<file path="src/rtl/shifter_seq.sv">
// Sequential barrel shifter: one log2 stage per cycle, LSB stage first.
// Fixed latency; results and error flag are registered and held.
module shifter_seq #(
  parameter int WIDTH = 32,
  parameter int SHW   = 5
) (
  input  logic             clk,
  input  logic             reset,
  input  logic             start,
  input  logic [5:0]       Signal,
  input  logic [WIDTH-1:0] dataA,
  input  logic [WIDTH-1:0] dataB,
  output logic [WIDTH-1:0] dataOut,
  output logic             busy,
  output logic             done,
  output logic             err
);

  localparam int CW = $clog2(SHW + 1);

  localparam logic [5:0] OP_SLL = 6'b000000;
  localparam logic [5:0] OP_SRL = 6'b000010;
  localparam logic [5:0] OP_SRA = 6'b000011;
  localparam logic [5:0] OP_ROR = 6'b000100;

  typedef enum logic [1:0] {
    IDLE  = 2'd0,
    SHIFT = 2'd1,
    DONE  = 2'd2
  } state_t;

  state_t state, state_nx;

  logic [5:0]       op;
  logic [WIDTH-1:0] amt;
  logic             msb;
  logic [WIDTH-1:0] w;
  logic [CW-1:0]    cnt;

  logic [SHW-1:0]     sh;
  logic               take;
  logic [2*WIDTH-1:0] dd;
  logic [WIDTH-1:0]   stepped;
  logic               valid;
  logic               big;
  logic [WIDTH-1:0]   result;

  assign busy = (state != IDLE);

  always_ff @(posedge clk) begin
    if (reset) state <= IDLE;
    else       state <= state_nx;
  end

  always_comb begin
    state_nx = state;
    unique case (state)
      IDLE:    if (start) state_nx = SHIFT;
      SHIFT:   if (cnt == CW'(SHW - 1)) state_nx = DONE;
      DONE:    state_nx = IDLE;
      default: state_nx = IDLE;
    endcase
  end

  // Stage k shifts by 2^k when amount bit k is set.
  always_comb begin
    sh   = SHW'(1) << cnt;
    take = |(amt[SHW-1:0] & sh);
    dd   = {w, w} >> sh;
    case (op)
      OP_SLL:  stepped = w << sh;
      OP_SRL:  stepped = w >> sh;
      OP_SRA:  stepped = $signed(w) >>> sh;
      OP_ROR:  stepped = dd[WIDTH-1:0];
      default: stepped = w;
    endcase
  end

  // Amounts >= WIDTH saturate, except rotate which wraps.
  always_comb begin
    valid  = (op == OP_SLL) || (op == OP_SRL) ||
             (op == OP_SRA) || (op == OP_ROR);
    big    = |amt[WIDTH-1:SHW];
    result = w;
    if (!valid)
      result = '0;
    else if (big && (op == OP_SLL || op == OP_SRL))
      result = '0;
    else if (big && op == OP_SRA)
      result = {WIDTH{msb}};
  end

  always_ff @(posedge clk) begin
    if (reset) begin
      op      <= '0;
      amt     <= '0;
      msb     <= 1'b0;
      w       <= '0;
      cnt     <= '0;
      dataOut <= '0;
      err     <= 1'b0;
      done    <= 1'b0;
    end else begin
      done <= 1'b0;
      unique case (state)
        IDLE: begin
          if (start) begin
            op  <= Signal;
            amt <= dataB;
            msb <= dataA[WIDTH-1];
            w   <= dataA;
            cnt <= '0;
          end
        end
        SHIFT: begin
          if (take) w <= stepped;
          cnt <= cnt + CW'(1);
        end
        DONE: begin
          dataOut <= result;
          err     <= !valid;
          done    <= 1'b1;
        end
        default: ;
      endcase
    end
  end

endmodule
</file>
<file path="config.mk">
export PLATFORM = sky130hd
export DESIGN_NAME = shifter_seq
export DESIGN_NICKNAME = d
export VERILOG_FILES = /design/src/rtl/shifter_seq.sv
export SDC_FILE = /design/constraint.sdc
export NUM_CORES = 1
export LEC_CHECK = 0
export BUFFER_PORTS_ARGS = -buffer_cell sky130_fd_sc_hd__buf_4
export CELL_PAD_IN_SITES_DETAIL_PLACEMENT = 2
export CELL_PAD_IN_SITES_GLOBAL_PLACEMENT = 2
export CORE_MARGIN = 2
export CORE_UTILIZATION = 38
export CTS_CLUSTER_DIAMETER = 50
export CTS_CLUSTER_SIZE = 12
export DETAILED_ROUTE_END_ITERATION = 8
export GPL_ROUTABILITY_DRIVEN = 0
export PLACE_DENSITY_LB_ADDON = 0.1
export SYNTH_ARGS = -nofsm -noshare
export SYNTH_HDL_FRONTEND = slang
export SYNTH_SLANG_ARGS = --single-unit
</file>
<file path="constraint.sdc">
create_clock -name clk -period 4.1 [get_ports clk]
set_clock_uncertainty 0.05 [all_clocks]
set_input_delay 0.41 -clock clk [delete_from_list [all_inputs] [get_ports clk]]
set_output_delay 0.41 -clock clk [all_outputs]
set_load 0.1 [all_outputs]
</file>
== Word level (Yosys, flattened, before mapping) ==
Cells that the tools add are included.
Word-level totals
  word-level logic and storage cells: 55
  register bits: 110
  input port bits: 73
Operators by class
  eq/ne operators: 10
  muxes and demuxes: 13
  shift-type cells: 5
  $add $sub $neg: 1
  reductions and logical operators: 16
  bitwise operators: 1
Operators with widths (count)
  $mux W32: 5
  $pmux W32 S4: 1
  $pmux W32 S2: 1
  $shr A64 B5 Y32: 1
  $shl A32 B5 Y32: 1
  $shr A32 B5 Y32: 1
  $sshr A32 B5 Y32: 1
  $reduce_or A27 Y1: 1
  $eq A6 B2 Y1 const B: 2
  $eq A6 B3 Y1 const B: 1
  $logic_not A6 Y1: 1
  $ne A2 B2 Y1 const B: 3
  $pmux W3 S2: 1
  $reduce_and A2 Y1: 3
  $and A5 B5 Y5: 1
  $ne A5 B5 Y1 const B: 1
  $reduce_or A5 Y1: 1
  $shl A1 B3 Y5 const A: 1
  $mux W2: 2
  $pmux W2 S2: 1
  $reduce_and A4 Y1: 1
  $reduce_bool A2 Y1: 2
  $add A3 B1 Y3 const B: 1
  $eq A3 B3 Y1 const B: 1
  8 further kinds: 11

== Logic depth before layout (Yosys ltp) ==
  depth in word-level cells: 5
  gate-level depth with buffers: 13
  mapped depth without buffers: 9

== Worst setup path after synthesis ==
OpenSTA, ideal clock, no wires.
  kind: reg-to-reg
  from: register cnt[0]
  to: register w[30]
  buffers on the path: 3
  arrival: 2.532 ns
  library setup time: 0.117 ns
  data required time: 3.933 ns
  stages on the path, launching flop included: 13
  path slack: 1.400 ns
  cell sequence: dfxtp_1 -> inv_1 -> ha_1 -> buf_4 -> nand2b_4 -> buf_6 -> buf_6 -> mux4_2 -> mux2i_1 -> o32ai_1 -> nor4b_2 -> o211ai_1 -> a32o_1
On the way
  word-level cells in the longest chain between the ends: 5
  elaborated cells between the ends (all ways): 12
  classes of those cells: eq/ne (1); shift (5); mux (3); bitwise (1); reduce/logical (2)
Ends and longest elaborated chain
  start, declared: RTL line 38  | logic [CW-1:0] cnt;
  start signal, assigned: RTL line 117  | cnt <= cnt + CW'(1);
  $shl A1 B3 Y5 *: RTL line 67  | sh = SHW'(1) << cnt;
  $shr A64 B5 Y32, or another cell as far along: RTL line 69  | dd = {w, w} >> sh;
  $pmux W32 S4 or $reduce_or A5 Y1 (tied branches): RTL line 70, 68
  $mux W32 or $ne A2 B2 Y1 (tied branches)
  $pmux W32 S2 or $reduce_and A4 Y1 (tied branches)
  end signal, assigned: RTL line 111  | w <= dataA;
  end signal, assigned: RTL line 116  | if (take) w <= stepped;
  end, declared: RTL line 37  | logic [WIDTH-1:0] w;
Mark *: on every way between the ends. The rest lies on a longest branch, timed or not. The select of a mux whose other input is x is not followed.
A chain may end at the register's enable or synchronous reset.

== Final worst setup path ==
  from: register cnt[0]
  to: register w[26]
Same word-level chain as after synthesis.

==> out/results.tsv <==
metric	value	unit
htree_levels	3	
rsz0062_at_grt	false	
port_buffers	107	
dp_hpwl	35770	um
diodes	0	
dp.cells	1562	
maxCapViolCount	0	
ctsLongestPathBuffers	2	
setup.worst_path.end_class	flop	
seq_area	0.002202	mm2
ys.flop_type	dfxtp_1	
hold_slack	220.3	ps
syn_nets	1305	
die_h	161.5	um
netlist_instances	1227	
timing.rr.start	cnt[0]	
crit_chain	inv_1, ha_1, nor2b_2, buf_12, nor2_1, a32oi_1, a31oi_1, o21ai_0, a2111oi_0, o31ai_1	
final_nets	1327	
clkTransAtPathRegs	90	ps
worstSetupPathType	flop to flop	
multi_input_area	0.006558	mm2
die_w	161.5	um
vias	11320	
totalWireLength	50180	um
synth_area	0.009427	mm2
synth_common_cells	nand2_1, a21oi_1, dfxtp_1	
final_cell_count_no_fill	1578	
drc	0	
post_synth_num_cell_types	82	
antenna_found_initial	2	
ir_drop	0.3811	mV
ioPinCount	108	
dpl-instance-area	0.01044	mm2
post_cts_resized	0	
slowest_delay	770	ps
cts_num_sinks	110	
finalSetupViolCount	0	
synthArstFlopShare	0	
crit_fanout	34	
yosysMostFrequentCell	nand2_1	
yosysSeqAreaShare	0.2336	
hold_end	amt[2]	
ant_nets	0	
final_area	0.01073	mm2
tns	0	ps
cts_tree	yes	
synth_top_area_frac	0.2336	
worst_skew_pair.late_latency	390	ps
synth-warning-count	0	
reg2reg_depth	10	
synth_xor_area_frac	0.0009291	
synth_compound_area_frac	0.3154	
firstDrtPassIters	6	
synthSimpleGateAreaFrac	0.1870	
grt_pass1_wl	74700	um
p_per_area	700.0	mW/mm2
critPathArrivalTime	4180	ps
worstHoldStart	dataB[2]	
fill_cells	2777	
rr_endpoint	w[26]	
rrSetupSlack	100	ps
required	4270	ps
post-route-period-util	0.9765	
max_freq	249.8	MHz
cts_setup_buffers	0	
cts_root_buf	clkbuf_16	
p_int	3335	uW
hold_buffers	0	
drive_above_1_share	0.1994	
drv_slew	0	
area_delta_synth_final	13.86	%
ys_top_cells_by_area	dfxtp_1, mux4_2, mux2i_1	
p_sw_frac	0.5561	
overflow	0	
power.net_switching	4178	uW
yosys.area_share.adder	0.006637	
core_area	0.02432	mm2
combPwrFrac	0.611	
start_util	0.3876	
cts_buffers	9	
synth_edf_count	0	
wire_per_inst	31.80	um
grt_usage	0.3805	
hold_depth	3	
clkPwrFrac	0.126	
leakage	0.004039	uW
final_util	0.4413	
crit_slowest_cell	nor2_1	
grt_pass1_vias	11680	
slew_headroom	0.2579	
tightestPinTransition	1109	ps
synth_seq_cells	110	
synth_top_family_by_area	compound AO/OA/AOI/OAI gates	
yosysTopAreaCell	dfxtp_1	
drtIter0Drc	1446	
avgSynthCellArea	7.683	um2
finalCriticalPeriod	4004	ps
synth.area.mux_share	0.1824	
dieArea	0.02608	mm2
hold_path_class	primary input to flop	
hold_viol	0	
cp-start-kind	flop	
pwr-share-seq	0.263	
row_count	57	
viasPerCell	7.171	
grt_max_degree	56	
status	complete, no violations	
cells in the final DEF (no fill, tap or decap), types with 7 or more instances in the layout:
| cell type | synthesis | layout |
|---|---|---|
| a221oi_1 | 7 | 7 |
| o31ai_1 | 9 | 9 |
| clkbuf_16 | 0 | 9 |
| mux4_2 | 36 | 36 |
| and2_1 | 10 | 10 |
| o22ai_1 | 25 | 25 |
| o211ai_1 | 14 | 14 |
| o2111ai_1 | 9 | 9 |
| o21ai_0 | 91 | 91 |
| a21oi_1 | 119 | 119 |
| a22oi_1 | 12 | 12 |
| o221ai_1 | 17 | 17 |
| mux2_2 | 14 | 14 |
| inv_1 | 14 | 14 |
| mux2i_1 | 75 | 75 |
| buf_4 | 7 | 154 |
| nor4_1 | 10 | 10 |
| a211oi_1 | 16 | 16 |
| a32o_1 | 8 | 8 |
| o32ai_1 | 8 | 8 |
| nand3_1 | 21 | 21 |
| nand2b_1 | 13 | 12 |
| nor2_1 | 70 | 70 |
| a2bb2oi_1 | 8 | 8 |
| a32oi_1 | 9 | 9 |
| dfxtp_1 | 110 | 110 |
| a31oi_1 | 15 | 15 |
| nor3_1 | 18 | 18 |
| nand2_1 | 183 | 183 |
metrics by stage:
stage,power [uW],setup WS [ps]
2_1_floorplan,4502,1400
3_3_place_gp,6131,553.0
3_5_place_dp,6263,497.0
4_1_cts,7242,276.1
5_1_grt,7690,82.21
6_report,7513,96.27
worst max-delay path: cells and delay by family (launching register included):
family | cells | cell delay (ps)
buf+inv | 2 | 290
compound gates | 5 | 1730
simple gates | 2 | 1000
flops | 1 | 420
fa+ha+maj | 1 | 340
metal layers:
layer,global-route usage,share of wire,up-vias
li1,-,-,4659
met1,0.4846,0.39,5609
met2,0.5814,0.43,781
met3,0.1084,0.12,265
met4,0.2066,0.065,2
met5,0,0.00026,-
registers in the layout, summed over array words and instances, names as in the netlist:
name,count
amt,32
dataOut,32
w,32
op,6
cnt,3
state,2
done,1
err,1
msb,1
cell families (layout without fill, tap and decap cells):
logic type,count (synthesis),in the layout
DFF,110,110
muxes,125,125
xor gates and xnor gates,1,1
buffers and inverters,162,189
adders and majority gates,5,5
and+or+nand+nor,378,378
AOI/OAI and AO/OA,446,446
layout make-up:
type | instances | share of cell area
tap | 324 | 0.03777
clock inverter | 6 | 0.005829
sequential | 110 | 0.2052
multi-input combinational | 955 | 0.6110
timing repair buffer | 157 | 0.1133
inverter | 16 | 0.005596
clock buffer | 10 | 0.02133
power groups by stage:
| stage | clock network, uW | logic, uW | registers (uW) |
|---|---|---|---|
| 6_report | 944 | 4590 | 1980 |
| 5_1_grt | 985 | 4760 | 1950 |
| 4_1_cts | 962 | 4380 | 1900 |
| 3_5_place_dp | 0 | 4330 | 1930 |
| 3_3_place_gp | 0 | 4210 | 1920 |
| 2_1_floorplan | 0 | 3090 | 1410 |
worst max-delay path by stage:
stage	cells past startpoint	slack, ps	from	end
floorplan	12	1400	cnt[0]	w[30]
global route	10	80	cnt[0]	w[26]
global placement	9	550	cnt[2]	w[23]
detailed placement	10	500	cnt[0]	w[25]
CTS	10	280	cnt[0]	w[26]
finish	10	100	cnt[0]	w[26]
Note: power is estimated with default switching activity, not from simulation.
